`src/rtl/seg7_scan_ctrl.sv`:
```
// seg7_scan_ctrl: bus-mapped 8-digit common-anode 7-segment scan controller.
// Software programs display data and scan timing through registers. A three-process
// FSM walks the digits using shadow copies latched at each frame start, so a frame
// never shows a mix of old and new contents.
module seg7_scan_ctrl (
  input  logic        clk,
  input  logic        rst,
  input  logic        sel_i,
  input  logic        we_i,
  input  logic [4:0]  addr_i,
  input  logic [31:0] wdata_i,
  output logic [31:0] rdata_o,
  output logic        ack_o,
  output logic [7:0]  seg_o,
  output logic [7:0]  an_o,
  output logic        irq_o
);

  typedef enum logic [1:0] {
    ST_IDLE  = 2'd0,
    ST_DRIVE = 2'd1,
    ST_GAP   = 2'd2
  } state_t;

  // Active-high a..g pattern for one hex nibble
  function automatic logic [6:0] hex_decode(input logic [3:0] nib);
    case (nib)
      4'h0: hex_decode = 7'h7E;
      4'h1: hex_decode = 7'h30;
      4'h2: hex_decode = 7'h6D;
      4'h3: hex_decode = 7'h79;
      4'h4: hex_decode = 7'h33;
      4'h5: hex_decode = 7'h5B;
      4'h6: hex_decode = 7'h5F;
      4'h7: hex_decode = 7'h70;
      4'h8: hex_decode = 7'h7F;
      4'h9: hex_decode = 7'h7B;
      4'hA: hex_decode = 7'h77;
      4'hB: hex_decode = 7'h1F;
      4'hC: hex_decode = 7'h4E;
      4'hD: hex_decode = 7'h3D;
      4'hE: hex_decode = 7'h4F;
      4'hF: hex_decode = 7'h47;
      default: hex_decode = 7'h00;
    endcase
  endfunction

  // Software-visible registers
  logic        en_r, raw_r, ie_r, fd_r;
  logic [7:0]  dp_r, den_r, blank_r;
  logic [31:0] hex_r, rlo_r, rhi_r;
  logic [19:0] pre_r;

  // Register values after the write pending this cycle (if any)
  logic        en_nxt_s, raw_nxt_s, ie_nxt_s, w1c_s;
  logic [7:0]  dp_nxt_s, den_nxt_s, blank_nxt_s;
  logic [31:0] hex_nxt_s, rlo_nxt_s, rhi_nxt_s;
  logic [19:0] pre_nxt_s;
  logic [2:0]  wr_sel_s;

  // Frame shadows
  logic        sh_raw_r;
  logic [7:0]  sh_dp_r, sh_den_r, sh_blank_r;
  logic [31:0] sh_hex_r, sh_rlo_r, sh_rhi_r;
  logic [19:0] sh_pre_r;

  // Scan FSM
  state_t      state_r, state_nxt_s;
  logic [2:0]  digit_r, digit_nxt_s;
  logic [19:0] cnt_r, cnt_nxt_s;
  logic        load_s, wrap_s;

  // Outputs and bus
  logic [7:0]  seg_s, an_s, seg_r, an_r;
  logic [3:0]  nibble_s;
  logic [7:0]  raw_byte_s;
  logic [31:0] rd_s, rdata_r;
  logic        ack_r;
  logic        unused_addr_s;

  // Offset 7 is unmapped, so it doubles as the "no write" selector
  assign wr_sel_s      = (sel_i && we_i) ? addr_i[4:2] : 3'd7;
  assign unused_addr_s = ^addr_i[1:0];

  // Overlay the current bus write onto the register values
  always_comb begin
    en_nxt_s    = en_r;
    raw_nxt_s   = raw_r;
    ie_nxt_s    = ie_r;
    dp_nxt_s    = dp_r;
    den_nxt_s   = den_r;
    hex_nxt_s   = hex_r;
    rlo_nxt_s   = rlo_r;
    rhi_nxt_s   = rhi_r;
    pre_nxt_s   = pre_r;
    blank_nxt_s = blank_r;
    w1c_s       = 1'b0;
    case (wr_sel_s)
      3'd0: begin
        en_nxt_s  = wdata_i[0];
        raw_nxt_s = wdata_i[1];
        ie_nxt_s  = wdata_i[2];
        dp_nxt_s  = wdata_i[15:8];
        den_nxt_s = wdata_i[23:16];
      end
      3'd1: hex_nxt_s   = wdata_i;
      3'd2: rlo_nxt_s   = wdata_i;
      3'd3: rhi_nxt_s   = wdata_i;
      3'd4: pre_nxt_s   = wdata_i[19:0];
      3'd5: blank_nxt_s = wdata_i[7:0];
      3'd6: w1c_s       = wdata_i[3];
      default: w1c_s    = 1'b0;
    endcase
  end

  // Register file update; a frame-done set beats a same-cycle clear
  always_ff @(posedge clk) begin
    if (rst) begin
      en_r    <= 1'b0;
      raw_r   <= 1'b0;
      ie_r    <= 1'b0;
      dp_r    <= 8'h00;
      den_r   <= 8'hFF;
      hex_r   <= 32'h0000_0000;
      rlo_r   <= 32'h0000_0000;
      rhi_r   <= 32'h0000_0000;
      pre_r   <= 20'd199999;
      blank_r <= 8'h00;
      fd_r    <= 1'b0;
    end else begin
      en_r    <= en_nxt_s;
      raw_r   <= raw_nxt_s;
      ie_r    <= ie_nxt_s;
      dp_r    <= dp_nxt_s;
      den_r   <= den_nxt_s;
      hex_r   <= hex_nxt_s;
      rlo_r   <= rlo_nxt_s;
      rhi_r   <= rhi_nxt_s;
      pre_r   <= pre_nxt_s;
      blank_r <= blank_nxt_s;
      fd_r    <= wrap_s ? 1'b1 : (w1c_s ? 1'b0 : fd_r);
    end
  end

  // Latch display data and timing whenever digit 0 is entered
  always_ff @(posedge clk) begin
    if (rst) begin
      sh_raw_r   <= 1'b0;
      sh_dp_r    <= 8'h00;
      sh_den_r   <= 8'hFF;
      sh_hex_r   <= 32'h0000_0000;
      sh_rlo_r   <= 32'h0000_0000;
      sh_rhi_r   <= 32'h0000_0000;
      sh_pre_r   <= 20'd0;
      sh_blank_r <= 8'h00;
    end else if (load_s) begin
      sh_raw_r   <= raw_nxt_s;
      sh_dp_r    <= dp_nxt_s;
      sh_den_r   <= den_nxt_s;
      sh_hex_r   <= hex_nxt_s;
      sh_rlo_r   <= rlo_nxt_s;
      sh_rhi_r   <= rhi_nxt_s;
      sh_pre_r   <= pre_nxt_s;
      sh_blank_r <= blank_nxt_s;
    end else begin
      sh_raw_r   <= sh_raw_r;
    end
  end

  // FSM state, digit and on-time/gap counter registers
  always_ff @(posedge clk) begin
    if (rst) begin
      state_r <= ST_IDLE;
      digit_r <= 3'd0;
      cnt_r   <= 20'd0;
    end else begin
      state_r <= state_nxt_s;
      digit_r <= digit_nxt_s;
      cnt_r   <= cnt_nxt_s;
    end
  end

  // Next-state logic: EN low forces IDLE; wrap 7->0 reloads shadows and flags frame-done
  always_comb begin
    state_nxt_s = state_r;
    digit_nxt_s = digit_r;
    cnt_nxt_s   = cnt_r;
    load_s      = 1'b0;
    wrap_s      = 1'b0;
    if (!en_nxt_s) begin
      state_nxt_s = ST_IDLE;
      digit_nxt_s = 3'd0;
      cnt_nxt_s   = 20'd0;
    end else begin
      case (state_r)
        ST_IDLE: begin
          state_nxt_s = ST_DRIVE;
          digit_nxt_s = 3'd0;
          cnt_nxt_s   = 20'd0;
          load_s      = 1'b1;
        end
        ST_DRIVE: begin
          if (cnt_r == sh_pre_r) begin
            cnt_nxt_s = 20'd0;
            if (sh_blank_r != 8'h00) begin
              state_nxt_s = ST_GAP;
            end else begin
              state_nxt_s = ST_DRIVE;
              digit_nxt_s = digit_r + 3'd1;
              wrap_s      = (digit_r == 3'd7);
              load_s      = (digit_r == 3'd7);
            end
          end else begin
            cnt_nxt_s = cnt_r + 20'd1;
          end
        end
        ST_GAP: begin
          if ((cnt_r + 20'd1) == {12'd0, sh_blank_r}) begin
            cnt_nxt_s   = 20'd0;
            state_nxt_s = ST_DRIVE;
            digit_nxt_s = digit_r + 3'd1;
            wrap_s      = (digit_r == 3'd7);
            load_s      = (digit_r == 3'd7);
          end else begin
            cnt_nxt_s = cnt_r + 20'd1;
          end
        end
        default: begin
          state_nxt_s = ST_IDLE;
          digit_nxt_s = 3'd0;
          cnt_nxt_s   = 20'd0;
        end
      endcase
    end
  end

  assign nibble_s   = sh_hex_r[{digit_r, 2'b00} +: 4];
  assign raw_byte_s = digit_r[2] ? sh_rhi_r[{digit_r[1:0], 3'b000} +: 8]
                                 : sh_rlo_r[{digit_r[1:0], 3'b000} +: 8];

  // Output decode: only an enabled digit in DRIVE lights anything
  always_comb begin
    seg_s = 8'hFF;
    an_s  = 8'hFF;
    if ((state_r == ST_DRIVE) && sh_den_r[digit_r]) begin
      an_s  = ~(8'd1 << digit_r);
      seg_s = sh_raw_r ? ~raw_byte_s : ~{sh_dp_r[digit_r], hex_decode(nibble_s)};
    end else begin
      seg_s = 8'hFF;
      an_s  = 8'hFF;
    end
  end

  // Register the drive outputs
  always_ff @(posedge clk) begin
    if (rst) begin
      seg_r <= 8'hFF;
      an_r  <= 8'hFF;
    end else begin
      seg_r <= seg_s;
      an_r  <= an_s;
    end
  end

  // Read mux over current register state
  always_comb begin
    rd_s = 32'h0000_0000;
    case (addr_i[4:2])
      3'd0: rd_s = {8'h00, den_r, dp_r, 5'b00000, ie_r, raw_r, en_r};
      3'd1: rd_s = hex_r;
      3'd2: rd_s = rlo_r;
      3'd3: rd_s = rhi_r;
      3'd4: rd_s = {12'h000, pre_r};
      3'd5: rd_s = {24'h00_0000, blank_r};
      3'd6: rd_s = {28'h000_0000, fd_r, digit_r};
      default: rd_s = 32'h0000_0000;
    endcase
  end

  // One-cycle acknowledge; read data is zero except on a read ack
  always_ff @(posedge clk) begin
    if (rst) begin
      ack_r   <= 1'b0;
      rdata_r <= 32'h0000_0000;
    end else begin
      ack_r   <= sel_i;
      rdata_r <= (sel_i && !we_i) ? rd_s : 32'h0000_0000;
    end
  end

  assign rdata_o = rdata_r;
  assign ack_o   = ack_r;
  assign seg_o   = seg_r;
  assign an_o    = an_r;
  assign irq_o   = fd_r & ie_r;

endmodule

```
`config.mk`:
```
export PLATFORM = sky130hd
export DESIGN_NAME = seg7_scan_ctrl
export DESIGN_NICKNAME = d
export VERILOG_FILES = /design/src/rtl/seg7_scan_ctrl.sv
export SDC_FILE = /design/constraint.sdc
export NUM_CORES = 1
export LEC_CHECK = 0
export BUFFER_PORTS_ARGS = -buffer_cell sky130_fd_sc_hd__buf_2
export CAP_MARGIN = 20
export CORE_MARGIN = 2
export CORE_UTILIZATION = 40
export DETAILED_ROUTE_END_ITERATION = 16
export PLACE_DENSITY = 0.6
export SLEW_MARGIN = 20
export SYNTH_ARGS = -nofsm -noshare
export SYNTH_HDL_FRONTEND = slang
export SYNTH_SLANG_ARGS = --single-unit
```
`constraint.sdc`:
```
create_clock -name clk -period 3.6 [get_ports clk]
set_input_delay 0.36 -clock clk [delete_from_list [all_inputs] [get_ports clk]]
set_output_delay 0.36 -clock clk [all_outputs]
set_load 0.03 [all_outputs]
```
==> results of run 1 <==
## stage by stage
stage          area [um^2]  total power, mW
6_report             18600             8.46
5_1_grt              18600             8.73
4_1_cts              18600             8.54
3_5_place_dp         17300             4.46
3_3_place_gp         17300             4.46
2_1_floorplan        16200             4.32
## critical path: stages (launching register included)
cell                        delay, ns
sky130_fd_sc_hd__dfxtp_1         0.55
sky130_fd_sc_hd__nand4_1         0.44
sky130_fd_sc_hd__nor3_1          0.47
sky130_fd_sc_hd__and3_1          0.21
sky130_fd_sc_hd__o2111ai_1       0.21
sky130_fd_sc_hd__nor4_4          0.43
sky130_fd_sc_hd__a21oi_4         0.11
sky130_fd_sc_hd__buf_12          0.18
sky130_fd_sc_hd__buf_12          0.22
sky130_fd_sc_hd__mux2_4          0.32
## power by group through the flow
| stage | logic (mW) | clock network (mW) | registers (mW) |
|---|---|---|---|
| detailed placement | 0.356 | 0 | 4.11 |
| global route | 0.382 | 4.33 | 4.02 |
| finish | 0.357 | 4.08 | 4.02 |
| global placement | 0.355 | 0 | 4.11 |
| CTS | 0.357 | 4.16 | 4.02 |
| floorplan | 0.213 | 0 | 4.11 |
## registers in the layout (all words and copies together), names as in the netlist, 32 cells and up
name and flops:
rlo_r 32, rdata_o 32, sh_hex_r 32, hex_r 32, rhi_r 32, sh_rhi_r 32
sh_rlo_r 32
## placed cells by master, fill, tap and decap left out, types with 18 or more instances in the layout
| cell type | Yosys | layout |
|---|---|---|
| sky130_fd_sc_hd__dfxtp_1 | 359 | 358 |
| sky130_fd_sc_hd__nor2_1 | 171 | 171 |
| sky130_fd_sc_hd__mux2i_1 | 154 | 154 |
| sky130_fd_sc_hd__nor2b_1 | 138 | 137 |
| sky130_fd_sc_hd__mux2_4 | 100 | 100 |
| sky130_fd_sc_hd__buf_2 | 9 | 87 |
| sky130_fd_sc_hd__mux2_2 | 56 | 56 |
| sky130_fd_sc_hd__nand2_1 | 52 | 52 |
| sky130_fd_sc_hd__a22oi_1 | 44 | 44 |
| sky130_fd_sc_hd__clkbuf_16 | 0 | 41 |
| sky130_fd_sc_hd__buf_4 | 0 | 37 |
| sky130_fd_sc_hd__a211oi_1 | 30 | 30 |
| sky130_fd_sc_hd__mux4_2 | 29 | 29 |
| sky130_fd_sc_hd__nor3_1 | 30 | 27 |
| sky130_fd_sc_hd__a21oi_1 | 27 | 27 |
| sky130_fd_sc_hd__xor2_1 | 25 | 25 |
| sky130_fd_sc_hd__nand3_1 | 20 | 20 |
| sky130_fd_sc_hd__xnor2_1 | 18 | 18 |
## layer usage
| layer | global-route usage | wire (um) | vias up |
|---|---|---|---|
| met2 | 0.333 | 19900 | 297 |
| met5 | 0 | 25 | - |
| met3 | 0.0380 | 2250 | 73 |
| met4 | 0.0730 | 1250 | 4 |
| li1 | - | - | 5470 |
| met1 | 0.280 | 20400 | 5577 |
## worst max path at each step
stage | from | to | depth (start not counted)
2_1_floorplan | cnt_r[1] | sh_blank_r[0] | 10
4_1_cts | cnt_r[3] | cnt_r[9] | 9
3_3_place_gp | cnt_r[3] | sh_rlo_r[31] | 9
5_1_grt | cnt_r[3] | cnt_r[4] | 9
3_5_place_dp | cnt_r[3] | cnt_r[3] | 9
6_report | cnt_r[3] | sh_rhi_r[23] | 9
## final cells by class
class | count | area share
sequential | 359 | 0.387
clock inverter | 17 | 0.00922
multi-input combinational | 1034 | 0.457
clock buffer | 55 | 0.0612
timing repair buffer | 132 | 0.0466
inverter | 18 | 0.00363
tap | 525 | 0.0353
antenna | 1 | 0.000135
## cells by family after synthesis
logic type                 Yosys count  synth area share
muxes                              339             0.266
xor gates and xnor gates            43            0.0232
and+or+nand+nor                    478             0.149
buffers and inverters              132            0.0364
DFF                                359             0.442
adders and majority gates           16            0.0123
AOI/OAI and AO/OA                  158            0.0703
==> impl_metrics.toml, run 1 <==
[hold_path]
hold-path-cell-count = 3
hp-class = "input pin to flip-flop"
worst_hold_startpoint = "sel_i"
whs_endpoint = "ack_o"

[timing]
final_hold_viol_count = 0
final_max_slew_viol_count = 0
period_needed_ns = 3.29
slew-limit-headroom = 0.455
finalSetupTns_ns = 0
worst_hold_slack_after_final_layout_ns = 0.0861
rsz_0062_raised_after_global_routing = "no"
max_freq_mhz = 304
skew_ns = 0.0296
postLayoutSetupSlackWorst_ns = 0.307
setup_viol_count_final = 0
final_period_util = 0.915
worst_pin_slew_ns = 0.818

[critical_path]
rr_endpoint = "sh_rhi_r[23]"
worst-endpoint-arrival_ns = 3.74
crit_path_start_kind = "flip-flop"
timing.critical_path.required_ns = 4.05
rr_startpoint = "cnt_r[3]"
reg2regPathDepth = 9
worst_r2r_setup_slack_ns = 0.31
timing.critical_path.fanout_max = 33
cp-end-kind = "flip-flop"
timing_worst_setup_path_type = "flip-flop to flip-flop"

[synthesis]
mappedNetlistArea_um2 = 16200
yosysWarningCount = 0
ys.flop_type = "sky130_fd_sc_hd__dfxtp_1"
synth.top_cell.area_share = 0.442
post-synth-top-area-cell = "sky130_fd_sc_hd__dfxtp_1"
most_numerous_cell_types_in_the_synthesized_netlist = "sky130_fd_sc_hd__dfxtp_1, sky130_fd_sc_hd__nor2_1, sky130_fd_sc_hd__mux2i_1, sky130_fd_sc_hd__nor2b_1, sky130_fd_sc_hd__mux2_4"
synth-seq-area-share = 0.442
async_flop_share = 0
postSynthAreaPerCell_um2 = 10.7
synth_enable_flop_cells = 0
yosysMostFrequentCell = "sky130_fd_sc_hd__dfxtp_1"
netlist-cell-type-count = 58
synth_seq_cells = 359
synthesis.instances = 1525
synth.net_count = 1582
synth.area.top_cells = "sky130_fd_sc_hd__dfxtp_1, sky130_fd_sc_hd__mux2i_1, sky130_fd_sc_hd__mux2_4"

[routing]
via_per_inst = 5.33
detail_route.first_pass.iterations = 7
drt_first_iter_violations = 747
drc = 0
dr_total_vias = 11421
routed_wl_um = 43800
ant_nets = 0
post_drt_wl_per_cell_um = 20.4

[finish]
instances_no_fill = 2141
fin_nets = 1643
layout-drive-gt1-share = 0.250
final_core_area_utilization = 0.466
synthToLayoutAreaGrowth_pct = 14.5
layout.area.seq_um2 = 7190
nFillCells = 3655
multiInputGateArea_um2 = 8500

[cts]
post-cts-setup-buffer-count = 0
clock_sinks = 359
tritoncts_clock_tree = "built"
cts_buffers = 41
cts.root.buffer_cell = "sky130_fd_sc_hd__clkbuf_16"
cts.clk_slew.worst_paths_ns = 0.06
clock_latency_ns = 0.57
htreeDepth = 2
postCtsHoldBufs = 0
cts_resized = 0
cts.path.max_buffers = 3

[global_route]
pin_count_of_the_biggest_net_entering_global_routing = 120
global_route.usage.total = 0.208
number_of_antenna_violations_at_the_first_check_in_global_routing = 3
grt_pass1_wl_um = 66800
grt-ovfl-total = 0
first_global_vias = 11309

[floorplanning]
floorplan.die_area_um2 = 42200
chipWidth_um = 206
core_area_um2 = 39900
die_y_um = 206
initial_core_util = 0.407
ioPinCount = 91
std_cell_rows = 73

[placed_design]
numPortBuffers = 88
place_inst = 2068
pre_cts_ws_ns = 0.369
gp_congestion = 0.868
detailedPlacementHpwl_um = 30500

[power]
p_int_mw = 6.50
power_switching_mw = 1.96
sw_frac_of_total = 0.232
power.density_nw_per_um2 = 455
clock_network_fraction_of_design_power = 0.483
p_leak_nw = 7.28
comb_power_share = 0.042
max-vdd-ir-drop_mv = 0.322
pwr-share-seq = 0.475

[flow_run]
number_of_maximum_capacitance_constraint_violations = 0

[outcome]
status = "finished, final reports clean"
No activity file was read; power rests on OpenSTA's default activity.
==> run 2: changes to the inputs <==
ABC_AREA = 1   (was unset)
==> run 2 against run 1 <==
  * Via count grew 35%
  * Core utilization fell by 0.65 points
  * Sequential share of layout area shrank 0.074 points
  * Fmax rose by 12%
  * Critical path depth increased by 3
  * Cell count grew 35%
  * Register-to-register slack better by 0.34 ns
  * Critical endpoint is now seg_o[5]
==> impl_metrics.toml, run 2 <==
[placed_design]
pre_cts_ws_ns = 0.775
dpl_cell_area_um2 = 17300
gp_congestion = 0.921
detailedPlacementHpwl_um = 35500
numPortBuffers = 88

[synthesis]
netlist-cell-type-count = 46
synth.top_cell.area_share = 0.440
synth_enable_flop_cells = 0
synth_seq_cells = 359
postSynthAreaPerCell_um2 = 7.16
synthesis.instances = 2284
post-synth-top-area-cell = "sky130_fd_sc_hd__dfxtp_1"
mappedNetlistArea_um2 = 16300
synth-seq-area-share = 0.440
most_numerous_cell_types_in_the_synthesized_netlist = "sky130_fd_sc_hd__nand2_1, sky130_fd_sc_hd__nor2_1, sky130_fd_sc_hd__dfxtp_1, sky130_fd_sc_hd__nand3_1, sky130_fd_sc_hd__a21oi_1"
synth.net_count = 2341
yosysWarningCount = 0
synth.area.top_cells = "sky130_fd_sc_hd__dfxtp_1, sky130_fd_sc_hd__nand2_1, sky130_fd_sc_hd__nor2_1"
yosysMostFrequentCell = "sky130_fd_sc_hd__nand2_1"
async_flop_share = 0
ys.flop_type = "sky130_fd_sc_hd__dfxtp_1"

[timing]
final_hold_viol_count = 0
slew-limit-headroom = 0.365
rsz_0062_raised_after_global_routing = "no"
max_freq_mhz = 339
final_max_slew_viol_count = 0
finalSetupTns_ns = 0
period_needed_ns = 2.95
final_period_util = 0.820
worst_pin_slew_ns = 0.952
postLayoutSetupSlackWorst_ns = 0.649
setup_viol_count_final = 0
skew_ns = 0.0259
worst_hold_slack_after_final_layout_ns = 0.0252

[cts]
post-cts-setup-buffer-count = 0
cts_buffers = 41
clock_latency_ns = 0.57
cts.path.max_buffers = 3
cts_resized = 0
cts.clk_slew.worst_paths_ns = 0.06
clock_sinks = 359
postCtsHoldBufs = 0
cts.root.buffer_cell = "sky130_fd_sc_hd__clkbuf_16"
htreeDepth = 2
tritoncts_clock_tree = "built"

[global_route]
global_route.usage.met2 = 0.372
pin_count_of_the_biggest_net_entering_global_routing = 162
global_route.usage.total = 0.247
globalRoute.busiestLayer = "met2"
global_route.usage.met3 = 0.0482
number_of_antenna_violations_at_the_first_check_in_global_routing = 2
grt-ovfl-total = 0
grt_pass1_wl_um = 81400
met1_usage = 0.340
first_global_vias = 14660

[critical_path]
critical_path.cell_chain = "inv_1, buf_12, nor2_1, o22ai_1, inv_1, o21ai_0, inv_1, ha_1, nand3_1, o21ai_0, a21oi_1, nand2_1"
timing_worst_setup_path_type = "flip-flop to flip-flop"
worst_r2r_setup_slack_ns = 0.65
cp-end-kind = "flip-flop"
worst_path_max_delay_cell = "sky130_fd_sc_hd__o21ai_0"
timing.critical_path.mode_cell = "sky130_fd_sc_hd__inv_1"
cpPeakStageDelay_ns = 0.44
timing.critical_path.fanout_max = 45
timing.critical_path.required_ns = 4.02
worst-endpoint-arrival_ns = 3.37
crit_path_start_kind = "flip-flop"

[finish]
fin_nets = 2379
final_cell_mix = "sky130_fd_sc_hd__nand2_1, sky130_fd_sc_hd__nor2_1, sky130_fd_sc_hd__dfxtp_1, sky130_fd_sc_hd__nand3_1, sky130_fd_sc_hd__a21oi_1"
final_common_cell = "sky130_fd_sc_hd__nand2_1"
layout-drive-gt1-share = 0.106
multiInputGateArea_um2 = 7680
stdcell_area_um2 = 18600
layout.area.seq_um2 = 7190
final_core_area_utilization = 0.459
synthToLayoutAreaGrowth_pct = 14.0
nFillCells = 4130

[routing]
drt_first_iter_violations = 1307
routed_wl_um = 52100
drc = 0
dr_total_vias = 15446
via_per_inst = 5.35
post_drt_wl_per_cell_um = 18.0
ant_nets = 0
detail_route.first_pass.iterations = 5

[flow_run]
number_of_maximum_capacitance_constraint_violations = 0

[power]
power.density_nw_per_um2 = 488
max-vdd-ir-drop_mv = 0.402
p_leak_nw = 8.26

[floorplanning]
floorplan.die_area_um2 = 42500
ioPinCount = 91
initial_core_util = 0.403
std_cell_rows = 74
core_area_um2 = 40600
die_y_um = 206
chipWidth_um = 206

[hold_path]
hp-class = "input pin to flip-flop"

[outcome]
status = "finished, final reports clean"
==> run 2: changes by cell type in the layout (fill, tap and decap cells not counted), sizes merged, moves of 117 or more <==
cell	delta
a21oi	+166
o21ai	+120
nor2	+203
mux2i	-117
nor2b	-138
nand3	+184
nand2	+425
mux2	-156
inv	+161
==> run 2: power by group <==
group          internal [mW]  total, mW  switching, mW
Clock                   2.56       4.27           1.71
Combinational          0.226      0.680          0.454
Sequential              4.08       4.14         0.0577
Total                   6.87       9.09           2.22
==> run 2: logic make-up (layout without fill, tap and decap cells) <==
kind of cell | count (synthesis) | count (layout) | share of synthesized area
compound gates | 428 | 428 | 0.147
xor+xnor | 18 | 18 | 0.0105
mux | 37 | 37 | 0.0227
flops | 359 | 359 | 0.440
other cells | 0 | 2 | 0
fa+ha+maj | 16 | 16 | 0.0122
buf+inv | 335 | 404 | 0.0926
simple gates | 1091 | 1091 | 0.275
==> run 2: worst paths after layout <==
kind / from / end / cells past startpoint
hold / removal: sel_i / ack_o / 3
hold reg to reg: sh_den_r[5] / sh_den_r[5] / 2
setup reg to reg: digit_r[0] / seg_o[5] / 12
setup / recovery: digit_r[0] / seg_o[5] / 12
==> run 2: area by class of cell <==
class | instances | share of cell area
Clock inverter | 15 | 0.00846
Timing Repair Buffer | 149 | 0.0557
Antenna cell | 2 | 0.000269
Sequential cell | 359 | 0.386
Inverter | 181 | 0.0366
Clock buffer | 59 | 0.0653
Tap cell | 532 | 0.0357
Multi-Input combinational cell | 1590 | 0.412
==> run 2: through the flow <==
step | power [mW] | std cells
2_1_floorplan | 4.67 | 2284
5_1_grt | 9.40 | 2886
4_1_cts | 9.16 | 2885
3_3_place_gp | 4.88 | 2811
3_5_place_dp | 4.89 | 2811
6_report | 9.09 | 2887
==> run 2: worst max-delay path, delay by kind of cell (launching register included) <==
| family | cells | cell delay, ns |
|---|---|---|
| and+or+nand+nor | 3 | 0.27 |
| buffers and inverters | 4 | 0.74 |
| AOI/OAI and AO/OA | 4 | 1.11 |
| adders and majority gates | 1 | 0.35 |
| DFF | 1 | 0.33 |
==> run 2: layer usage <==
layer	vias up	wire length, um
met5	-	90
met4	2	2220
met3	120	3800
met2	536	22200
met1	7233	23800
li1	7555	-
==> run 3: changes to the inputs <==
ABC_AREA = 0   (was 1)
clock period = 3.1 ns   (was 3.6 ns; I/O delays follow)
==> run 3 against run 2 <==
  * Combinational power down 38%
  * Core utilization up 1.5 points
  * Setup slack worse by 0.51 ns
  * Via count down 26%
  * Clock power up 14%
  * Power up 9.7%
  * Largest cell class unchanged
==> impl_metrics.toml, run 3 (synthesized netlist as in run 1, its figures left out) <==
[power]
power.density_nw_per_um2 = 527
max-vdd-ir-drop_mv = 0.462
p_leak_nw = 7.46

[timing]
max_freq_mhz = 338
finalSetupTns_ns = 0
final_max_slew_viol_count = 0
postLayoutSetupSlackWorst_ns = 0.139
setup_viol_count_final = 0
final_hold_viol_count = 0
worst_pin_slew_ns = 0.751
skew_ns = 0.0292
final_period_util = 0.955
slew-limit-headroom = 0.498
rsz_0062_raised_after_global_routing = "no"
period_needed_ns = 2.96

[global_route]
grt_pass1_wl_um = 68400
pin_count_of_the_biggest_net_entering_global_routing = 104
global_route.usage.total = 0.212
first_global_vias = 11438
number_of_antenna_violations_at_the_first_check_in_global_routing = 4
grt-ovfl-total = 0

[critical_path]
timing_worst_setup_path_type = "flip-flop to flip-flop"
timing.critical_path.mode_cell = "sky130_fd_sc_hd__buf_12"
worst_r2r_setup_slack_ns = 0.14
timing.critical_path.required_ns = 3.55
critical_path.cell_chain = "ha_1, nand3_2, or4_4, o21a_1, o2111ai_2, nor4_4, buf_4, a21oi_4, buf_12, buf_12, mux2_2"
cpPeakStageDelay_ns = 0.56
cp-end-kind = "flip-flop"
critical_path_buf_inv_count = 3
crit_path_start_kind = "flip-flop"
cpLargestDelayFamily = "simple AND/OR/NAND/NOR gates"
worst-endpoint-arrival_ns = 3.41
worst_path_max_delay_cell = "sky130_fd_sc_hd__or4_4"
timing.critical_path.fanout_max = 21

[hold_path]
hp-class = "input pin to flip-flop"

[finish]
final_cell_mix = "sky130_fd_sc_hd__dfxtp_1, sky130_fd_sc_hd__nor2_1, sky130_fd_sc_hd__mux2i_1, sky130_fd_sc_hd__nor2b_1, sky130_fd_sc_hd__mux2_4"
synthToLayoutAreaGrowth_pct = 16.5
final_common_cell = "sky130_fd_sc_hd__dfxtp_1"
fin_nets = 1671
layout-drive-gt1-share = 0.264

[placed_design]
numPortBuffers = 88
detailedPlacementHpwl_um = 30900
pre_cts_ws_ns = 0.0923
gp_congestion = 0.844

[cts]
tritoncts_clock_tree = "built"
clock_sinks = 359
clock_latency_ns = 0.58
cts.path.max_buffers = 3
cts.clk_slew.worst_paths_ns = 0.06
cts.root.buffer_cell = "sky130_fd_sc_hd__clkbuf_16"
htreeDepth = 2
cts_buffers = 40

[routing]
via_per_inst = 5.27
routed_wl_um = 44500
ant_nets = 0
drc = 0
drt_first_iter_violations = 669
dr_total_vias = 11431
detail_route.first_pass.iterations = 5
post_drt_wl_per_cell_um = 20.5

[flow_run]
number_of_maximum_capacitance_constraint_violations = 0

[floorplanning]
floorplan.die_area_um2 = 42200
chipWidth_um = 206
std_cell_rows = 73
die_y_um = 206
initial_core_util = 0.407
core_area_um2 = 39900
ioPinCount = 91

[outcome]
status = "finished, final reports clean"
-- run 3: repair_timing --
item	CTS	global route
endpoints found under the hold margin	1	0
gates resized for setup	0	3
buffers inserted	0	1
setup endpoints to repair	0	104
hold buffers	1	0
-- run 3: metrics by stage --
stage	total power [mW]	hold slack (ns)	instances	util	cell area [um^2]
final	9.98	0.0431	2171	0.474	18900
after global routing	10.3	0.0325	2170	0.474	18900
after CTS	10.1	0.0181	2169	0.473	18900
after detailed placement	5.19	0.496	2095	0.439	17500
after global placement	5.19	0.484	2095	0.439	17500
after floorplan	5.02	0.442	1525	-	16200
-- run 3: worst paths after layout --
check	from	to	depth (start not counted)
min	wdata_i[21]	den_r[5]	2
min reg2reg	hex_r[29]	rdata_o[29]	2
max	cnt_r[0]	sh_pre_r[15]	11
max reg2reg	cnt_r[0]	sh_pre_r[15]	11
-- run 3: layout make-up --
class,count,area [um^2]
Clock inverter,13,175
Antenna cell,1,2.50
Inverter,18,67.6
Clock buffer,60,1200
Tap cell,525,657
Timing Repair Buffer,161,1120
Multi-Input combinational cell,1034,8520
Sequential cell,359,7190
Fill cell,3625,21000
-- run 3: metal layers --
metal	wire length [um]	global-route usage	share of wire
met1	20900	0.291	0.47
met2	20400	0.340	0.46
met3	1940	0.0347	0.044
met4	1200	0.0707	0.027
met5	41	0	0.00092
-- run 3: power breakdown --
part	internal (mW)	switching, mW
sequential	4.65	0.0193
clock	2.87	2.01
combinational	0.142	0.280
total	7.66	2.31
